[config.mk]
export PLATFORM = sky130hd
export DESIGN_NAME = aes_dec_ctrl
export DESIGN_NICKNAME = d
export VERILOG_FILES = /design/src/rtl/aes_dec_ctrl.sv
export SDC_FILE = /design/constraint.sdc
export NUM_CORES = 1
export LEC_CHECK = 0
export CAP_MARGIN = 0
export CORE_AREA = 2 2 299 301
export CTS_BUF_LIST = sky130_fd_sc_hd__clkbuf_2 sky130_fd_sc_hd__clkbuf_4 sky130_fd_sc_hd__clkbuf_8
export DETAILED_ROUTE_END_ITERATION = 8
export DIE_AREA = 0 0 301 303
export PLACE_DENSITY = 0.75
export SYNTH_ARGS = -nofsm -noshare
export SYNTH_HDL_FRONTEND = slang
export SYNTH_SLANG_ARGS = --single-unit
export TNS_END_PERCENT = 30
[constraint.sdc]
create_clock -name clk -period 5.29 [get_ports clk]
set_input_delay 1.058 -clock clk [delete_from_list [all_inputs] [get_ports clk]]
set_output_delay 1.058 -clock clk [all_outputs]
set_load 0.01 [all_outputs]
[src/rtl/aes_dec_ctrl.sv]
`default_nettype none
// ============================================================================
// Module   : aes_dec_ctrl
// Function : Sequencer for the 11-stage pipelined AES-128 decryptor: key load
//            and expansion wait, credit-based block admission, output FIFO.
//            Optional tag sideband: define AES_DEC_CTRL_TAG_EN.
// Revision : 1.0 - initial release
// ============================================================================
module aes_dec_ctrl #(
    parameter int BLOCK_LENGTH = 128,
    parameter int PIPE_LAT     = 11,
    parameter int KEY_CYCLES   = 11,
    parameter int FIFO_DEPTH   = 4,
    parameter int TAG_W        = 4
) (
    input  logic                    clk,
    input  logic                    rst,
    input  logic                    key_load,
    input  logic [BLOCK_LENGTH-1:0] key_in,
    output logic                    key_busy,
    output logic [BLOCK_LENGTH-1:0] key_out,
    output logic                    fsm_en,
    input  logic                    in_valid,
    output logic                    in_ready,
    input  logic [BLOCK_LENGTH-1:0] in_data,
    output logic                    pipe_en,
    output logic [BLOCK_LENGTH-1:0] pipe_in,
    input  logic [BLOCK_LENGTH-1:0] pipe_out,
    output logic                    out_valid,
    input  logic                    out_ready,
`ifdef AES_DEC_CTRL_TAG_EN
    input  logic [TAG_W-1:0]        in_tag,
    output logic [TAG_W-1:0]        out_tag,
`endif
    output logic [BLOCK_LENGTH-1:0] out_data
);

    typedef enum logic [1:0] {
        S_NOKEY  = 2'd0,
        S_EXPAND = 2'd1,
        S_RUN    = 2'd2,
        S_DRAIN  = 2'd3
    } state_t;

    localparam int KCNT_W = $clog2(KEY_CYCLES + 1);
    localparam int INF_W  = $clog2(PIPE_LAT + 1);
    localparam int PTR_W  = $clog2(FIFO_DEPTH);
    localparam int FCNT_W = $clog2(FIFO_DEPTH + 1);
    localparam int SUM_W  = ((INF_W > FCNT_W) ? INF_W : FCNT_W) + 1;

    generate
        if (FIFO_DEPTH < 2 || (FIFO_DEPTH & (FIFO_DEPTH - 1)) != 0 || TAG_W < 1 ||
            PIPE_LAT < 1 || KEY_CYCLES < 1) begin : g_bad_param
            $error("aes_dec_ctrl: illegal parameter combination");
        end
    endgenerate

    state_t                  state_q;
    logic [BLOCK_LENGTH-1:0] key_q;
    logic [BLOCK_LENGTH-1:0] pend_q;
    logic                    fsm_en_q;
    logic [KCNT_W-1:0]       kcnt_q;
    logic [INF_W-1:0]        inflight_q;
    logic [INF_W-1:0]        inflight_d;
    logic [PIPE_LAT-1:0]     vld_q;
    logic [BLOCK_LENGTH-1:0] mem_q [FIFO_DEPTH];
    logic [PTR_W-1:0]        wptr_q;
    logic [PTR_W-1:0]        rptr_q;
    logic [FCNT_W-1:0]       fcnt_q;
    logic [FCNT_W-1:0]       fcnt_d;
    logic [SUM_W-1:0]        credit_sum;
    logic                    emerge;
    logic                    push;
    logic                    pop;

    // Every admitted block holds one credit until it leaves the FIFO, so the
    // FIFO can never be asked to take more than it has room for.
    assign credit_sum = SUM_W'(inflight_q) + SUM_W'(fcnt_q);
    assign in_ready   = (state_q == S_RUN) && (credit_sum < SUM_W'(FIFO_DEPTH));
    assign pipe_en    = in_valid && in_ready;
    assign pipe_in    = in_data;
    assign key_busy   = (state_q == S_EXPAND) || (state_q == S_DRAIN);
    assign key_out    = key_q;
    assign fsm_en     = fsm_en_q;

    always_ff @(posedge clk or negedge rst) begin
        if (!rst) begin
            state_q  <= S_NOKEY;
            key_q    <= '0;
            pend_q   <= '0;
            fsm_en_q <= 1'b0;
            kcnt_q   <= '0;
        end else begin
            fsm_en_q <= 1'b0;
            case (state_q)
                S_NOKEY: begin
                    if (key_load) begin
                        key_q    <= key_in;
                        fsm_en_q <= 1'b1;
                        kcnt_q   <= KCNT_W'(KEY_CYCLES - 1);
                        state_q  <= S_EXPAND;
                    end
                end
                S_EXPAND: begin
                    if (key_load) begin
                        key_q    <= key_in;
                        fsm_en_q <= 1'b1;
                        kcnt_q   <= KCNT_W'(KEY_CYCLES - 1);
                    end else if (kcnt_q == '0) begin
                        state_q <= S_RUN;
                    end else begin
                        kcnt_q <= kcnt_q - 1'b1;
                    end
                end
                S_RUN: begin
                    if (key_load) begin
                        pend_q  <= key_in;
                        state_q <= S_DRAIN;
                    end
                end
                S_DRAIN: begin
                    // A request arriving on the switch-over cycle is the newest.
                    if (inflight_q == '0) begin
                        key_q    <= key_load ? key_in : pend_q;
                        fsm_en_q <= 1'b1;
                        kcnt_q   <= KCNT_W'(KEY_CYCLES - 1);
                        state_q  <= S_EXPAND;
                    end else if (key_load) begin
                        pend_q <= key_in;
                    end
                end
                default: state_q <= S_NOKEY;
            endcase
        end
    end

    assign emerge = vld_q[PIPE_LAT-1];

    always_comb begin
        inflight_d = inflight_q;
        if (pipe_en && !emerge) begin
            inflight_d = inflight_q + 1'b1;
        end else if (!pipe_en && emerge) begin
            inflight_d = inflight_q - 1'b1;
        end
    end

    always_ff @(posedge clk or negedge rst) begin
        if (!rst) begin
            vld_q      <= '0;
            inflight_q <= '0;
        end else begin
            vld_q[0] <= pipe_en;
            for (int i = 1; i < PIPE_LAT; i++) begin
                vld_q[i] <= vld_q[i-1];
            end
            inflight_q <= inflight_d;
        end
    end

    assign push      = emerge;
    assign out_valid = (fcnt_q != '0);
    assign pop       = out_valid && out_ready;
    assign out_data  = mem_q[rptr_q];

    always_comb begin
        fcnt_d = fcnt_q;
        if (push && !pop) begin
            fcnt_d = fcnt_q + 1'b1;
        end else if (pop && !push) begin
            fcnt_d = fcnt_q - 1'b1;
        end
    end

    always_ff @(posedge clk or negedge rst) begin
        if (!rst) begin
            wptr_q <= '0;
            rptr_q <= '0;
            fcnt_q <= '0;
            for (int i = 0; i < FIFO_DEPTH; i++) begin
                mem_q[i] <= '0;
            end
        end else begin
            if (push) begin
                mem_q[wptr_q] <= pipe_out;
                wptr_q        <= wptr_q + 1'b1;
            end
            if (pop) begin
                rptr_q <= rptr_q + 1'b1;
            end
            fcnt_q <= fcnt_d;
        end
    end

`ifdef AES_DEC_CTRL_TAG_EN
    logic [TAG_W-1:0] tag_sr_q  [PIPE_LAT];
    logic [TAG_W-1:0] tag_mem_q [FIFO_DEPTH];

    always_ff @(posedge clk or negedge rst) begin
        if (!rst) begin
            for (int i = 0; i < PIPE_LAT; i++) begin
                tag_sr_q[i] <= '0;
            end
            for (int i = 0; i < FIFO_DEPTH; i++) begin
                tag_mem_q[i] <= '0;
            end
        end else begin
            tag_sr_q[0] <= in_tag;
            for (int i = 1; i < PIPE_LAT; i++) begin
                tag_sr_q[i] <= tag_sr_q[i-1];
            end
            if (push) begin
                tag_mem_q[wptr_q] <= tag_sr_q[PIPE_LAT-1];
            end
        end
    end

    assign out_tag = tag_mem_q[rptr_q];
`endif

    a_no_overflow: assert property (@(posedge clk) disable iff (!rst)
        !(push && !pop && (fcnt_q == FCNT_W'(FIFO_DEPTH))));

    a_key_stable: assert property (@(posedge clk) disable iff (!rst)
        (inflight_q != '0) |=> (key_q == $past(key_q)));

endmodule
`default_nettype wire

After elaboration in Yosys (flattened, before gate mapping). Cells that the tools add are included.

Output and inout bits: 389. Logic and storage cells: 95. Memory bits (writable): 0. Flip-flop bits (word level): 797. Memories: 0. Bits in latches: 0. Bits in read-only memories: 0.

Reduce and logical (&&, ||, !) cells: 26. Add/sub/neg operators: 8. Shift operators: 0. Equality and inequality tests: 11. Div/mod/pow operators: 0. Order comparisons: 4. Bitwise operators: 2. Mux-type cells: 30. Multipliers: 0.

Operator list (number): 128-bit two-way mux (7); 512-bit bitwise mux (1); 128-bit one-hot mux with 2 select lines (2); 128-bit binary-select mux with 2-bit select (1); 128-bit demux with 2-bit select (1); 4-bit two-way mux (6); 4-bit one-hot mux with 3 select lines (1); 2-bit two-way mux (5); 1-bit logical AND (8); 4-bit zero test (2); 2-bit != test, second input constant (4); 2-bit one-hot mux with 4 select lines (1); 2-bit nonzero test (4); 4-bit by 1-bit subtractor with 4-bit output, second input constant (2); 3-bit >= comparator, second input constant (2); 3-bit two-way mux (2); 2-bit by 1-bit != test with 1-bit output, second input constant (3); 2-bit NOT with 3-bit output (2); 3-bit nonzero test (2); 4-bit by 3-bit adder with 5-bit output (1); 5-bit by 3-bit less-than comparator with 1-bit output, second input constant (1); 5-bit AND reduction (1); 2-bit by 1-bit adder with 2-bit output, second input constant (2); 4-bit by 1-bit adder with 4-bit output, second input constant (1); 15 further kinds (19).

Depth between registers and ports, before layout.
Depth in word-level cells: 8. Mapped depth: 12.

Worst setup path before layout. No wires, ideal clock.

Path type: register to output. From: register rptr_q[0]. To: output port out_data[100]. Setup slack: 2.694 ns. Buffers on the path: 3. Data required time: 4.232 ns. Arrival time: 1.538 ns. Cell stages (with the launch flop): 5. Cell sequence: dfrtp_1 clkbuf_1 clkbuf_1 buf_2 mux4_2.

Longest elaborated chain between the ends: 4.

Ends and longest elaborated chain: start: declaration (line 68) `logic [PTR_W-1:0] rptr_q;`; start signal: assignment (line 189) `rptr_q <= rptr_q + 1'b1;`; 2-bit NOT with 3-bit output (implied by the code) (line 164) `assign out_data = mem_q[rptr_q];`; 128-bit binary-select mux with 2-bit select (line 164); 128-bit two-way mux (implied by the code) (2 in a row) (line 164); end: declaration (line 35) `output logic [BLOCK_LENGTH-1:0] out_data`.

Every way passes these cells. The select of a mux whose other input is x is not followed.

Worst setup path after layout.
From: register rptr_q[0]. To: output port out_data[53].

Same word-level chain as after synthesis.

==> metrics.md <==
| Metric | Value |
|---|---|
| Mapped Nets | `2726` |
| CTS buffer count | `137` |
| Worst-Skew Late Latency | `0.81 ns` |
| Max Clk Rate | `233 MHz` |
| Synth Area per Inst | `approximately 15 um2` |
| Final setup fails | `0` |
| Critical path launch point type | `register` |
| RSZ-0062 raised after global routing | `no` |
| H-tree depth | `4` |
| Seq/Total Area, Yosys | `57.1%` |
| FP Rows | `109` |
| Rel. slew slack | `35.5%` |
| Initial Util | `39.7%` |
| Max cap viols | `0` |
| Initial antenna violation count | `12` |
| Synth top area share | `57.1%` |
| Die X | `301 um` |
| Nets | `3157` |
| # IOs | `a little under 800` |
| Post-route setup TNS | `0 ns` |
| Area growth from synthesis to layout | `24.1%` |
| Final wirelength | `84500 um` |
| Largest net degree at the start of global routing | `~160` |
| Number of fillers in the final layout | `~7400` |
| Req. time, crit path | `about 4.2 ns` |
| Buf+Inv Stages, Crit Path | `2` |
| Largest delay share family, worst path | `buffers and inverters` |
| Clock Tree Buf Depth | `3` |
| CTS tree | `done` |
| DRT iter0 DRCs | `984` |
| First-pass GRT wire length | `about 130000 um` |
| Vias in the first global route | `23400` |
| Worst Skew | `0.0278 ns` |
| I/O Buffers | `about 520` |
| Routed WL per cell | `around 21 um` |
| CP endpoint kind | `output pin` |
| Final Hold Viols | `0` |
| Vias per Instance | `5.14` |
| Synth Register Bits | `around 800` |
| Placer Congestion | `0.844` |
| Post-synth EDFFs | `0` |
| Worst Hold Class | `reg -> reg` |
| Worst Tran Pin Value | `between 0.9 and 1 ns` |
| Post-Syn Area | `0.0349 mm2` |
| Drt pass-1 iters | `4` |
| Post-CTS setup buffers | `0` |
| PD cells | `425 mW/mm2` |
| Total GRT Usage | `18.6%` |
| Setup CP Type | `reg -> out` |
| DRT antenna net count | `0` |
| Synth Instances | `2317` |
| Critical Path Max Stage Delay | `0.80 ns` |
| Worst slack, placed | `around 1.7 ns` |
| Critical-path maximum fanout | `24` |
| Final setup margin | `0.993 ns` |
| Crit path arrival time | `roughly 3.2 ns` |
| Max IR drop VDD | `403 uV` |
| Top FF cell, synth | `dfrtp_1` |
| Critical path, cell by cell | `buf_4 -> mux4_2 -> clkdlybuf4s50_1` |
| Status | `finished clean` |
| Pins Over Slew Limit | `0` |
| CP max stage cell | `dfrtp_4` |
| Worst-path clk slew | `0.06 ns` |
| Tmin final | `between 4 and 5 ns` |
| CTS hold repair buffers | `0` |
| Synth warnings | `0` |
| Synth top area cells | `dfrtp_1 (57%), mux2_2 (21%), mux4_2 (8.3%)` |
| Ys async rst share | `100%` |
| DRC errors left | `0` |
| Most frequent cells in the layout | `dfrtp_1 (795), mux2_2 (644), clkdlybuf4s50_1 (520)` |
| Count of different cell masters after synthesis | `35` |
| Post-synth top area cell | `dfrtp_1` |
| Final worst-path cycle share | `81.2%` |
| CTS Root Cell | `clkbuf_8` |
| Post-DP HPWL | `55900 um` |
| Share of cells above drive strength 1 | `37.4%` |
| Die Height | `303 um` |
| Static Leakage | `18.6 nW` |
| Clk sink count | `797` |
| Most common cell after layout, fill and taps aside | `dfrtp_1` |
| Via count | `20700` |
| Cts repair resizes | `0` |
| Overflow after GRT | `0` |
| Die Area | `slightly above 0.09 mm2` |
| Placeable Area | `0.0880 mm2` |
synth_stat cells (2+ instances only):
| cell type | n |
|---|---|
| a21oi_1 | 4 |
| a31oi_1 | 2 |
| buf_1 | 3 |
| buf_2 | 88 |
| buf_4 | 129 |
| buf_6 | 19 |
| clkbuf_1 | 31 |
| dfrtp_1 | 797 |
| fa_1 | 2 |
| ha_1 | 18 |
| inv_1 | 11 |
| mux2_2 | 644 |
| mux2i_1 | 130 |
| mux4_2 | 128 |
| nand2_1 | 137 |
| nand2b_1 | 3 |
| nand3_1 | 3 |
| nor2_1 | 7 |
| o21ai_0 | 97 |
| o21ai_1 | 40 |
| or3_1 | 3 |
| xnor2_1 | 6 |
| xor2_1 | 3 |
logic make-up (layout without fill, tap and decap cells):
kind of cell | count (synthesis) | after routing | share of synthesized area (%)
AO/OA/AOI/OAI | 147 | 147 | 2.20
adder cells (fa/ha/maj) | 20 | 20 | 0.759
other | 0 | 6 | 0
XOR/XNOR | 9 | 9 | 0.226
AND/OR/NAND/NOR | 161 | 161 | 1.84
flip-flops | 797 | 797 | 57.1
buffers and inverters | 281 | 814 | 5.13
multiplexers | 902 | 902 | 32.7
cell type report:
| type | instances | area, um2 | share of cell area, % |
|---|---|---|---|
| repair buffers | 562 | 5720 | 13.2 |
| multi-input cells | 1239 | 13300 | 30.6 |
| well taps | 1165 | 1460 | 3.36 |
| flip-flops and latches | 797 | 20000 | 46.0 |
| inverters | 11 | 41.3 | 0.0952 |
| clock inverters | 37 | 334 | 0.771 |
| diodes | 6 | 15.0 | 0.0346 |
| clock buffers | 204 | 2580 | 5.96 |
per-layer routing:
layer  global-route usage, %  share of wire, %
met4                    7.66               2.9
met3                    8.24               9.5
met1                    21.6                39
met5                   0.725              0.16
met2                    30.0                48
report_power, final:
part | internal (W) | leakage, nW | switching (W)
Combinational | 0.00242 | 7.59 | 0.00215
Sequential | 0.00734 | 9.41 | 0.000673
Clock | 0.00326 | 1.55 | 0.00257
flip-flops by register name, summed over array words and instances, names as in the netlist:
signal	flops
wptr_q	2
state_q	2
fcnt_q	3
rptr_q	2
kcnt_q	4
vld_q	11
fsm_en	1
key_out	128
mem_q	512
inflight_q	4
pend_q	128
worst reg2reg max path: stages, from the launching register on:
cell and delay, ns:
dfrtp_1 0.45, ha_1 0.31, nor2_1 0.11, nand3_1 0.08
a31oi_1 0.22, and2_1 0.24, ha_1 0.16, inv_1 0.10
ha_1 0.34, a21oi_1 0.17, and3_1 0.18, o21bai_1 0.08
xnor2_1 0.13
worst paths after layout:
check,cells past startpoint,slack [ns],startpoint,to
min in group asynchronous,1,0.37,rst,mem_q[399]$_DFFE_PN0P_
setup reg to reg,12,2.62,inflight_q[2]$_DFFE_PN0P_,inflight_q[3]$_DFFE_PN0P_
setup / recovery,3,0.99,rptr_q[0]$_DFFE_PN0P_,out_data[53]
max in group asynchronous,2,3.56,rst,pend_q[32]$_DFFE_PN0P_
hold / removal,0,0.35,vld_q[5]$_DFF_PN0_,vld_q[6]$_DFF_PN0_
hold reg to reg,0,0.35,vld_q[5]$_DFF_PN0_,vld_q[6]$_DFF_PN0_
stage by stage:
stage                     instances  cell area (um2)  utilization, %  total power (W)  hold slack (ns)
after floorplan                2317            34900               -           0.0107            0.331
after global placement         3774            40400            46.0           0.0125            0.342
after detailed placement       3774            40400            46.0           0.0127            0.336
after CTS                      4015            43300            49.3           0.0187            0.313
after global routing           4020            43400            49.3           0.0194            0.362
final                          4021            43400            49.3           0.0184            0.350
(Power assumes the default switching activity.)
